[config.mk]
export PLATFORM = sky130hd
export DESIGN_NAME = reg_hex_ascii_streamer_flat
export DESIGN_NICKNAME = d
export VERILOG_FILES = /design/src/rtl/reg_hex_ascii_streamer_if.sv /design/src/rtl/reg_hex_ascii_streamer.sv /design/src/flat_wrapper.sv
export SDC_FILE = /design/constraint.sdc
export NUM_CORES = 1
export LEC_CHECK = 0
export BUFFER_PORTS_ARGS = -buffer_cell sky130_fd_sc_hd__buf_2
export CORE_AREA = 10 10 57 94
export CTS_BUF_LIST = sky130_fd_sc_hd__clkbuf_4 sky130_fd_sc_hd__clkbuf_8
export DETAILED_ROUTE_END_ITERATION = 12
export DIE_AREA = 0 0 67 104
export GPL_ROUTABILITY_DRIVEN = 0
export PLACE_DENSITY = 0.84
export SETUP_SLACK_MARGIN = 0.15
export SLEW_MARGIN = 20
export SYNTH_ARGS = -nofsm -noshare
export SYNTH_HDL_FRONTEND = slang
export SYNTH_SLANG_ARGS = --single-unit
export TNS_END_PERCENT = 100
[constraint.sdc]
create_clock -name clk -period 8.3 [get_ports clk]
set_input_delay 0.415 -clock clk [delete_from_list [all_inputs] [get_ports clk]]
set_output_delay 0.415 -clock clk [all_outputs]
set_load 0.01 [all_outputs]
[src/rtl/reg_hex_ascii_streamer_if.sv]
`default_nettype none
// ============================================================================
//  Module      : reg_hex_ascii_streamer_if
//  Description : Request and character-stream bundle for
//                reg_hex_ascii_streamer.
//                master = requester/consumer side, slave = streamer side.
//  Signals     : start      - request, accepted only while busy=0
//                reg_in     - DATA_W-bit value sampled at accept
//                busy       - conversion in progress
//                ascii      - 7-bit character, valid with char_valid
//                char_valid - character available
//                char_ready - consumer accepts the character
//                char_last  - final character of the word
//                done       - one-cycle pulse after the final transfer
//  Revision    : 1.0 - initial release
// ============================================================================
interface reg_hex_ascii_streamer_if #(
  parameter int DATA_W = 32
);
  logic              start;
  logic [DATA_W-1:0] reg_in;
  logic              busy;
  logic [6:0]        ascii;
  logic              char_valid;
  logic              char_ready;
  logic              char_last;
  logic              done;

  modport master (
    output start, reg_in, char_ready,
    input  busy, ascii, char_valid, char_last, done
  );

  modport slave (
    input  start, reg_in, char_ready,
    output busy, ascii, char_valid, char_last, done
  );
endinterface
`default_nettype wire

[src/rtl/reg_hex_ascii_streamer.sv]
`default_nettype none
// ============================================================================
//  Module      : reg_hex_ascii_streamer
//  Description : Latches a DATA_W-bit value and streams it as 7-bit ASCII
//                hex characters, most-significant nibble first, over a
//                valid/ready handshake. Optional leading-zero suppression,
//                upper/lower case letters, last-character marking.
//  Parameters  : DATA_W        - input width, multiple of 4, >= 4
//                LOWERCASE     - 1: a-f, 0: A-F
//                ZERO_SUPPRESS - 1: skip leading zero nibbles
//  Macro       : HEX_PREFIX_EN - when defined, every word is preceded by
//                the two characters "0x".
//  Ports       : clk  - rising-edge clock
//                rst  - synchronous active-high reset
//                bus  - slave modport of reg_hex_ascii_streamer_if
//  Revision    : 1.0 - initial release
// ============================================================================
module reg_hex_ascii_streamer #(
  parameter int DATA_W        = 32,
  parameter int LOWERCASE     = 0,
  parameter int ZERO_SUPPRESS = 0
) (
  input  wire                      clk,
  input  wire                      rst,
  reg_hex_ascii_streamer_if.slave  bus
);

  localparam int NIB   = DATA_W / 4;
  localparam int IDX_W = (NIB > 1) ? $clog2(NIB) : 1;

  localparam logic [IDX_W-1:0] c_LAST_IDX = IDX_W'(NIB - 1);
  localparam logic [IDX_W-1:0] c_IDX_ONE  = IDX_W'(1);
  localparam logic [6:0]       c_ALPHA    = (LOWERCASE != 0) ? 7'h61 : 7'h41;

`ifdef HEX_PREFIX_EN
  typedef enum logic [1:0] {
    S_IDLE = 2'd0,
    S_EMIT = 2'd1,
    S_PFX  = 2'd2
  } state_t;
`else
  typedef enum logic [0:0] {
    S_IDLE = 1'b0,
    S_EMIT = 1'b1
  } state_t;
`endif

  state_t            r_state;
  logic [DATA_W-1:0] r_val;
  logic [IDX_W-1:0]  r_idx;
  logic              r_busy;
  logic              r_valid;
  logic              r_last;
  logic              r_done;
  logic [6:0]        r_ascii;
`ifdef HEX_PREFIX_EN
  // 0: "0" is on the bus, 1: "x" is on the bus
  logic              r_pfx;
`endif

  logic [IDX_W-1:0]  w_first_idx;
  logic [IDX_W-1:0]  w_idx_dec;
  logic              w_xfer;

  function automatic logic [6:0] f_map(input logic [3:0] n);
    if (n < 4'd10) begin
      return 7'h30 + {3'b000, n};
    end
    return c_ALPHA + {3'b000, n} - 7'd10;
  endfunction

  function automatic logic [3:0] f_nib(input logic [DATA_W-1:0] v,
                                       input logic [IDX_W-1:0]  i);
    return v[{i, 2'b00} +: 4];
  endfunction

  // First nibble to emit; with suppression the highest nonzero nibble wins,
  // falling back to nibble 0 so a zero value still produces one "0".
  always_comb begin
    w_first_idx = c_LAST_IDX;
    if (ZERO_SUPPRESS != 0) begin
      w_first_idx = '0;
      for (int i = 0; i < NIB; i++) begin
        if (bus.reg_in[4*i +: 4] != 4'h0) begin
          w_first_idx = IDX_W'(i);
        end
      end
    end
  end

  assign w_idx_dec = r_idx - c_IDX_ONE;
  assign w_xfer    = r_valid & bus.char_ready;

  always_ff @(posedge clk) begin
    if (rst) begin
      r_state <= S_IDLE;
      r_val   <= '0;
      r_idx   <= '0;
      r_busy  <= 1'b0;
      r_valid <= 1'b0;
      r_last  <= 1'b0;
      r_done  <= 1'b0;
      r_ascii <= 7'h00;
`ifdef HEX_PREFIX_EN
      r_pfx   <= 1'b0;
`endif
    end else begin
      r_done <= 1'b0;
      case (r_state)
        S_IDLE: begin
          if (bus.start) begin
            r_val   <= bus.reg_in;
            r_idx   <= w_first_idx;
            r_busy  <= 1'b1;
            r_valid <= 1'b1;
`ifdef HEX_PREFIX_EN
            r_state <= S_PFX;
            r_pfx   <= 1'b0;
            r_ascii <= 7'h30;
            r_last  <= 1'b0;
`else
            r_state <= S_EMIT;
            r_ascii <= f_map(f_nib(bus.reg_in, w_first_idx));
            r_last  <= (w_first_idx == '0);
`endif
          end
        end
`ifdef HEX_PREFIX_EN
        S_PFX: begin
          if (w_xfer) begin
            if (!r_pfx) begin
              r_pfx   <= 1'b1;
              r_ascii <= 7'h78;
            end else begin
              r_state <= S_EMIT;
              r_ascii <= f_map(f_nib(r_val, r_idx));
              r_last  <= (r_idx == '0);
            end
          end
        end
`endif
        S_EMIT: begin
          if (w_xfer) begin
            if (r_idx == '0) begin
              r_state <= S_IDLE;
              r_busy  <= 1'b0;
              r_valid <= 1'b0;
              r_last  <= 1'b0;
              r_done  <= 1'b1;
              r_ascii <= 7'h00;
            end else begin
              // Next character is registered now so it appears with no bubble
              r_idx   <= w_idx_dec;
              r_ascii <= f_map(f_nib(r_val, w_idx_dec));
              r_last  <= (r_idx == c_IDX_ONE);
            end
          end
        end
        default: r_state <= S_IDLE;
      endcase
    end
  end

  assign bus.busy       = r_busy;
  assign bus.ascii      = r_ascii;
  assign bus.char_valid = r_valid;
  assign bus.char_last  = r_last;
  assign bus.done       = r_done;

endmodule
`default_nettype wire

[src/flat_wrapper.sv]
// flat-port wrapper written by rule: the top's interface ports become plain ports
module reg_hex_ascii_streamer_flat 
#(
  parameter int DATA_W        = 32,
  parameter int LOWERCASE     = 0,
  parameter int ZERO_SUPPRESS = 0
)
  (clk, rst, bus_start, bus_reg_in, bus_char_ready, bus_busy, bus_ascii, bus_char_valid, bus_char_last, bus_done);
  reg_hex_ascii_streamer_if #(.DATA_W(DATA_W)) bus_i ();
  input  wire clk;
  input  wire rst;
  input wire logic [$bits(bus_i.start)-1:0] bus_start;
  input wire logic [$bits(bus_i.reg_in)-1:0] bus_reg_in;
  input wire logic [$bits(bus_i.char_ready)-1:0] bus_char_ready;
  output wire logic [$bits(bus_i.busy)-1:0] bus_busy;
  output wire logic [$bits(bus_i.ascii)-1:0] bus_ascii;
  output wire logic [$bits(bus_i.char_valid)-1:0] bus_char_valid;
  output wire logic [$bits(bus_i.char_last)-1:0] bus_char_last;
  output wire logic [$bits(bus_i.done)-1:0] bus_done;
  assign bus_i.start = bus_start;
  assign bus_i.reg_in = bus_reg_in;
  assign bus_i.char_ready = bus_char_ready;
  assign bus_busy = bus_i.busy;
  assign bus_ascii = bus_i.ascii;
  assign bus_char_valid = bus_i.char_valid;
  assign bus_char_last = bus_i.char_last;
  assign bus_done = bus_i.done;
  reg_hex_ascii_streamer #(.DATA_W(DATA_W), .LOWERCASE(LOWERCASE), .ZERO_SUPPRESS(ZERO_SUPPRESS)) u_core (.clk(clk), .rst(rst), .bus(bus_i));
endmodule
; ---- Yosys cells after proc, flatten, opt, wreduce, memory -nomap -nowiden
; Cells that the tools add are included.
[word_totals]
regBits = 46
input_bits = 36
out_inout_bits = 11
elab_cells = 65
[op_classes]
addsub = 7
magnitude_cmp = 2
eq_ne = 5
shift = 1
mux = 34
bitwise = 3
n_reduce_logical = 6
[op_table]
columns = cell, n
row1 = $mux 7, 7
row2 = $shiftx 32x6->4, 1
row3 = $mux 1, 19
row4 = $add 6x4->7 const A, 2
row5 = $add 7x4->7 const A, 2
row6 = $pmux 7 s2, 1
row7 = $sub 7x4->7 const B, 2
row8 = $mux 3, 3
row9 = $lt 4x4->1 const B, 2
row10 = $ne 2x2->1 const B, 4
row11 = $pmux 1 s2, 3
row12 = $pmux 3 s2, 1
row13 = $reduce_and 3->1, 2
row14 = $reduce_and 2->1, 2
row15 = $eq 3x1->1 const B, 1
row16 = $logic_not 3->1, 1
row17 = $reduce_or 3->1, 1
row18 = $sub 3x1->3 const B, 1
row19 = $not 1->1, 2
row20 = $and 1x1->1, 1

; ---- Longest topological paths before layout
[logic_depth]
ltp_word = 12
depth_mapped = 10
ltp_nobuf = 8

; ---- Worst setup path after synthesis
; No wires, ideal clock.
[synth_path]
path_kind = flip-flop to flip-flop
start = register u_core.r_idx[0]
end = register u_core.r_ascii[2], in the netlist u_core.bus.ascii[2]
setup_ns = 0.075
t_arrival_ns = 2.589
required_time_ns = 8.225
slack_ns = 5.636
path_stages_with_launch = 11
path_buffers = 2
period_less_slack_ns = 2.664
cell_sequence = dfxtp_1 > buf_6 > inv_1 > ha_1 > buf_4 > mux4_2 > mux2i_2 > ha_1 > nor2b_1 > mux2_4 > o22ai_2
[synth_between]
elab_chain_len = 12
elab_cells_between_ends = 17
classes_between = add/sub (4) / order compare (1) / shift (1) / mux (10) / reduce/logical (1)
[synth_lines]
columns = element, line
row1 = from (decl), reg_hex_ascii_streamer.sv:50  ; logic [IDX_W-1:0] r_idx;
row2 = from (signal assigned), reg_hex_ascii_streamer.sv:113  ; r_idx <= w_first_idx;
row3 = from (signal assigned), reg_hex_ascii_streamer.sv:153  ; r_idx <= w_idx_dec;
row4 = branches (longest 9 deep; another with $add 7x4->7), n/a
row5 = $mux 7 (*), reg_hex_ascii_streamer.sv:144  ; if (r_idx == '0) begin
row6 = $mux 7 (*), reg_hex_ascii_streamer.sv:143  ; if (w_xfer) begin
row7 = $pmux 7 s2 (*), reg_hex_ascii_streamer.sv:109  ; case (r_state)
row8 = to (signal assigned), reg_hex_ascii_streamer.sv:123  ; r_ascii <= f_map(f_nib(bus.reg_in, w_first_idx));
row9 = to (signal assigned), reg_hex_ascii_streamer.sv:154  ; r_ascii <= f_map(f_nib(r_val, w_idx_dec));
row10 = to (decl), reg_hex_ascii_streamer.sv:55  ; logic [6:0] r_ascii;
; Mark *: on every way between the ends. The select of a mux whose other input is x is not followed.
; A chain may end at the register's enable or synchronous reset.

; ---- Worst setup path in the final report
; Same ends and word-level chain as after synthesis.

==> run metrics <==
status=finished clean; crit path time final=around 3200 ps; Syn Inst Count=around 260; grt ovf=0; Resize count post-CTS=0; CTS tree=yes; CTS buffer count=5; synth unique cells=39; wire length per cell=14.76 um; setup total negative slack=0 ps; most frequent cells in the layout=69 x nand2_1, 46 x buf_2, 46 x dfxtp_1, 43 x a21oi_1, 12 x nor2_1; Req. time, crit path=8520 ps; DRT Wirelength=about 5.1 mm; # IOs=47; number of flops mapped to enable cells by yosys=0; Starting Density=58.09%; Warnings, synthesis=0; vias per std cell=between 5 and 6; Critical R2R Launch=u_core.r_idx[0]; via count=1,921; share of layout cells above drive strength 1=between 20% and 30%; mux share of post-synthesis cell area=a little under an eighth; Syn Std Cell Area=approximately 0.0022 mm^2; Setup Crit Path Kind=reg -> reg; clk buf depth=2; Row Count=30; Reg2Reg Setup Slack=5140 ps; Critical path destination=u_core.bus.ascii[2]; Die W=~67 um; Port Buffer Count=46; hold crit path type=in -> reg; R2R cell count=8; DRC errors left=0; Fin Clk Skew=~6.3 ps; Final period util=38.02%; first-pass GRT wire length=8.694 mm; design area=around 0.0025 mm^2; R2R Path End=u_core.bus.ascii[2]; Clock Sinks=46; crit path DAT=between 3000 and 4000 ps; CP Launch Type=register; final setup vio count=0; syn_area_per_cell=8.569 um^2; GRT Total Usage=roughly 15%; antenna violations before repair=0; FILL cells=342; main combinational cell family by area after synthesis=simple AND/OR/NAND/NOR gates; Fmax=0.3169 GHz; DP Area=0.002431 mm^2; Adder-Cell Fraction of Synth Area=about 2.8%; pins over their slew limit=0; CP startpoint=u_core.r_idx[0]; die height=104 um; DP HPWL=3.754 mm; area of the multi-input gates=between 0.001 and 0.0015 mm^2; CTS Hold Buffers Added=0; Die ar.=approximately 0.0070 mm^2; sequential-to-total area share from yosys stat=between 40% and 50%; Core ar.=around 0.0038 mm^2; Reg clk slew, reported paths=approximately 80 ps; Root Driver=clkbuf_8; most common cell after layout, fill and taps aside=nand2_1; Synth-to-Final Area Change=15.51%; Main synth FF type=dfxtp_1; Post-Synth XOR/XNOR Area=under 10%; hold_ws=between 300 and 400 ps; Synth Register Bits=46; share of flip-flops with an asynchronous set or reset=0%; Setup Buffers After CTS=0; worst vdd ir=182.8 uV; DRT antenna net count=0; Static Leak=between 1 and 1.5 nW; RSZ-0062 raised after global routing=false; Rel. slew slack=between 40 and 50%; First-pass DRT Iterations=4; sequential standard cell area=approximately 920 um^2; CTS H-tree depth=2; Final #Nets=336; vias in the first global route=approximately 2,000; pin count of the biggest net entering global routing=48; Setup crit end kind=register; slew at the pin closest to its max-slew limit=856.8 ps; final hold vios=0; PD cells=approximately 200 mW/mm^2; DR iter-0 viols=44; clk_lat worst skew=around 300 ps; max_cap viols=0; simple-gate share of the synthesized area=between 15 and 20%; syn nets=298; Synth Area in Compound Gates=between 10% and 20%; ANT cells=0; maximum fanout along the worst path=12
-- layer usage --
layer  vias to the layer above  GRT usage [%]  wire length (um)
met4                         0          9.292               206
li1                        955              -                 -
met5                         -              0                 0
met1                       897          15.26              1915
met2                        50          25.54              2686
met3                        19          5.394               255
-- kinds of logic (layout without fill, tap and decap cells) --
family | after synthesis | after routing
simple gates | 100 | 100
compound gates | 67 | 67
mux | 13 | 13
xor+xnor | 3 | 3
fa+ha+maj | 5 | 5
buf+inv | 23 | 61
flops | 46 | 46
-- per-stage QoR --
stage | power (mW) | utilization [%] | setup WS, ps | cells
3_3_place_gp | 0.3457 | 64.13 | 5269 | 336
2_1_floorplan | 0.3227 | - | 5636 | 257
3_5_place_dp | 0.3492 | 64.13 | 5168 | 336
4_1_cts | 0.5134 | 67.10 | 5112 | 343
6_report | 0.5117 | 67.10 | 5144 | 343
5_1_grt | 0.5354 | 67.10 | 4896 | 343
-- worst max-delay path, cell delays in order, from the launching register on --
cell     delay (ps)
dfxtp_1         640
inv_1           140
ha_1            560
mux4_2          560
mux2i_2         310
ha_1            230
nor2b_1         180
mux2_4          320
o22ai_2         150
-- registers in the layout (all words and copies together) (netlist names) --
register,flops
u_core.bus.done,1
u_core.r_val,32
u_core.bus.ascii,7
u_core.r_state,1
u_core.bus.char_last,1
u_core.bus.busy,1
u_core.r_idx,3
-- worst min path at each step --
| stage | start | endpoint | slack (ps) | cells after the start |
|---|---|---|---|---|
| after floorplan | u_core.r_val[11] | u_core.r_val[11] | 430 | 2 |
| final | bus_reg_in[23] | u_core.r_val[23] | 350 | 3 |
| after detailed placement | u_core.r_val[7] | u_core.r_val[7] | 440 | 2 |
| after global placement | u_core.r_val[16] | u_core.r_val[16] | 440 | 2 |
| after CTS | bus_reg_in[23] | u_core.r_val[23] | 350 | 3 |
| after global routing | bus_reg_in[23] | u_core.r_val[23] | 350 | 3 |
-- power breakdown --
group / switching [mW] / total (mW) / internal [mW]
clock: 0.0710 / 0.167 / 0.0963
sequential: 0.0116 / 0.246 / 0.235
combinational: 0.0533 / 0.0979 / 0.0446
total: 0.136 / 0.512 / 0.376
-- synthesized netlist by cell type, types with 2 or more instances --
library cell   n  area (um^2)
buf_4          2        15.01
a21oi_1       43        215.2
ha_1           5        62.56
nor2b_1        3        18.77
o21bai_1       3        22.52
nand2b_1       4        25.02
inv_1          6        22.52
nor2_1        12        45.04
mux4_2         7        157.7
mux2i_2        2        27.53
dfxtp_1       46        920.9
clkbuf_1      13        48.80
nand2_1       69        259.0
a211oi_1       6        45.04
nand3_1        2        10.01
nor3_1         5        25.02
o21ai_0        6        30.03
o21ai_1        2        10.01
-- final cells by class --
| class | count | share of cell area (%) |
|---|---|---|
| clock buffer | 6 | 3.246 |
| clock inverter | 1 | 1.181 |
| inverter | 6 | 0.8854 |
| multi-input combinational | 188 | 46.48 |
| sequential | 46 | 36.20 |
| tap | 48 | 2.361 |
| timing repair buffer | 48 | 9.641 |
Note: power is estimated with default switching activity, not from simulation.
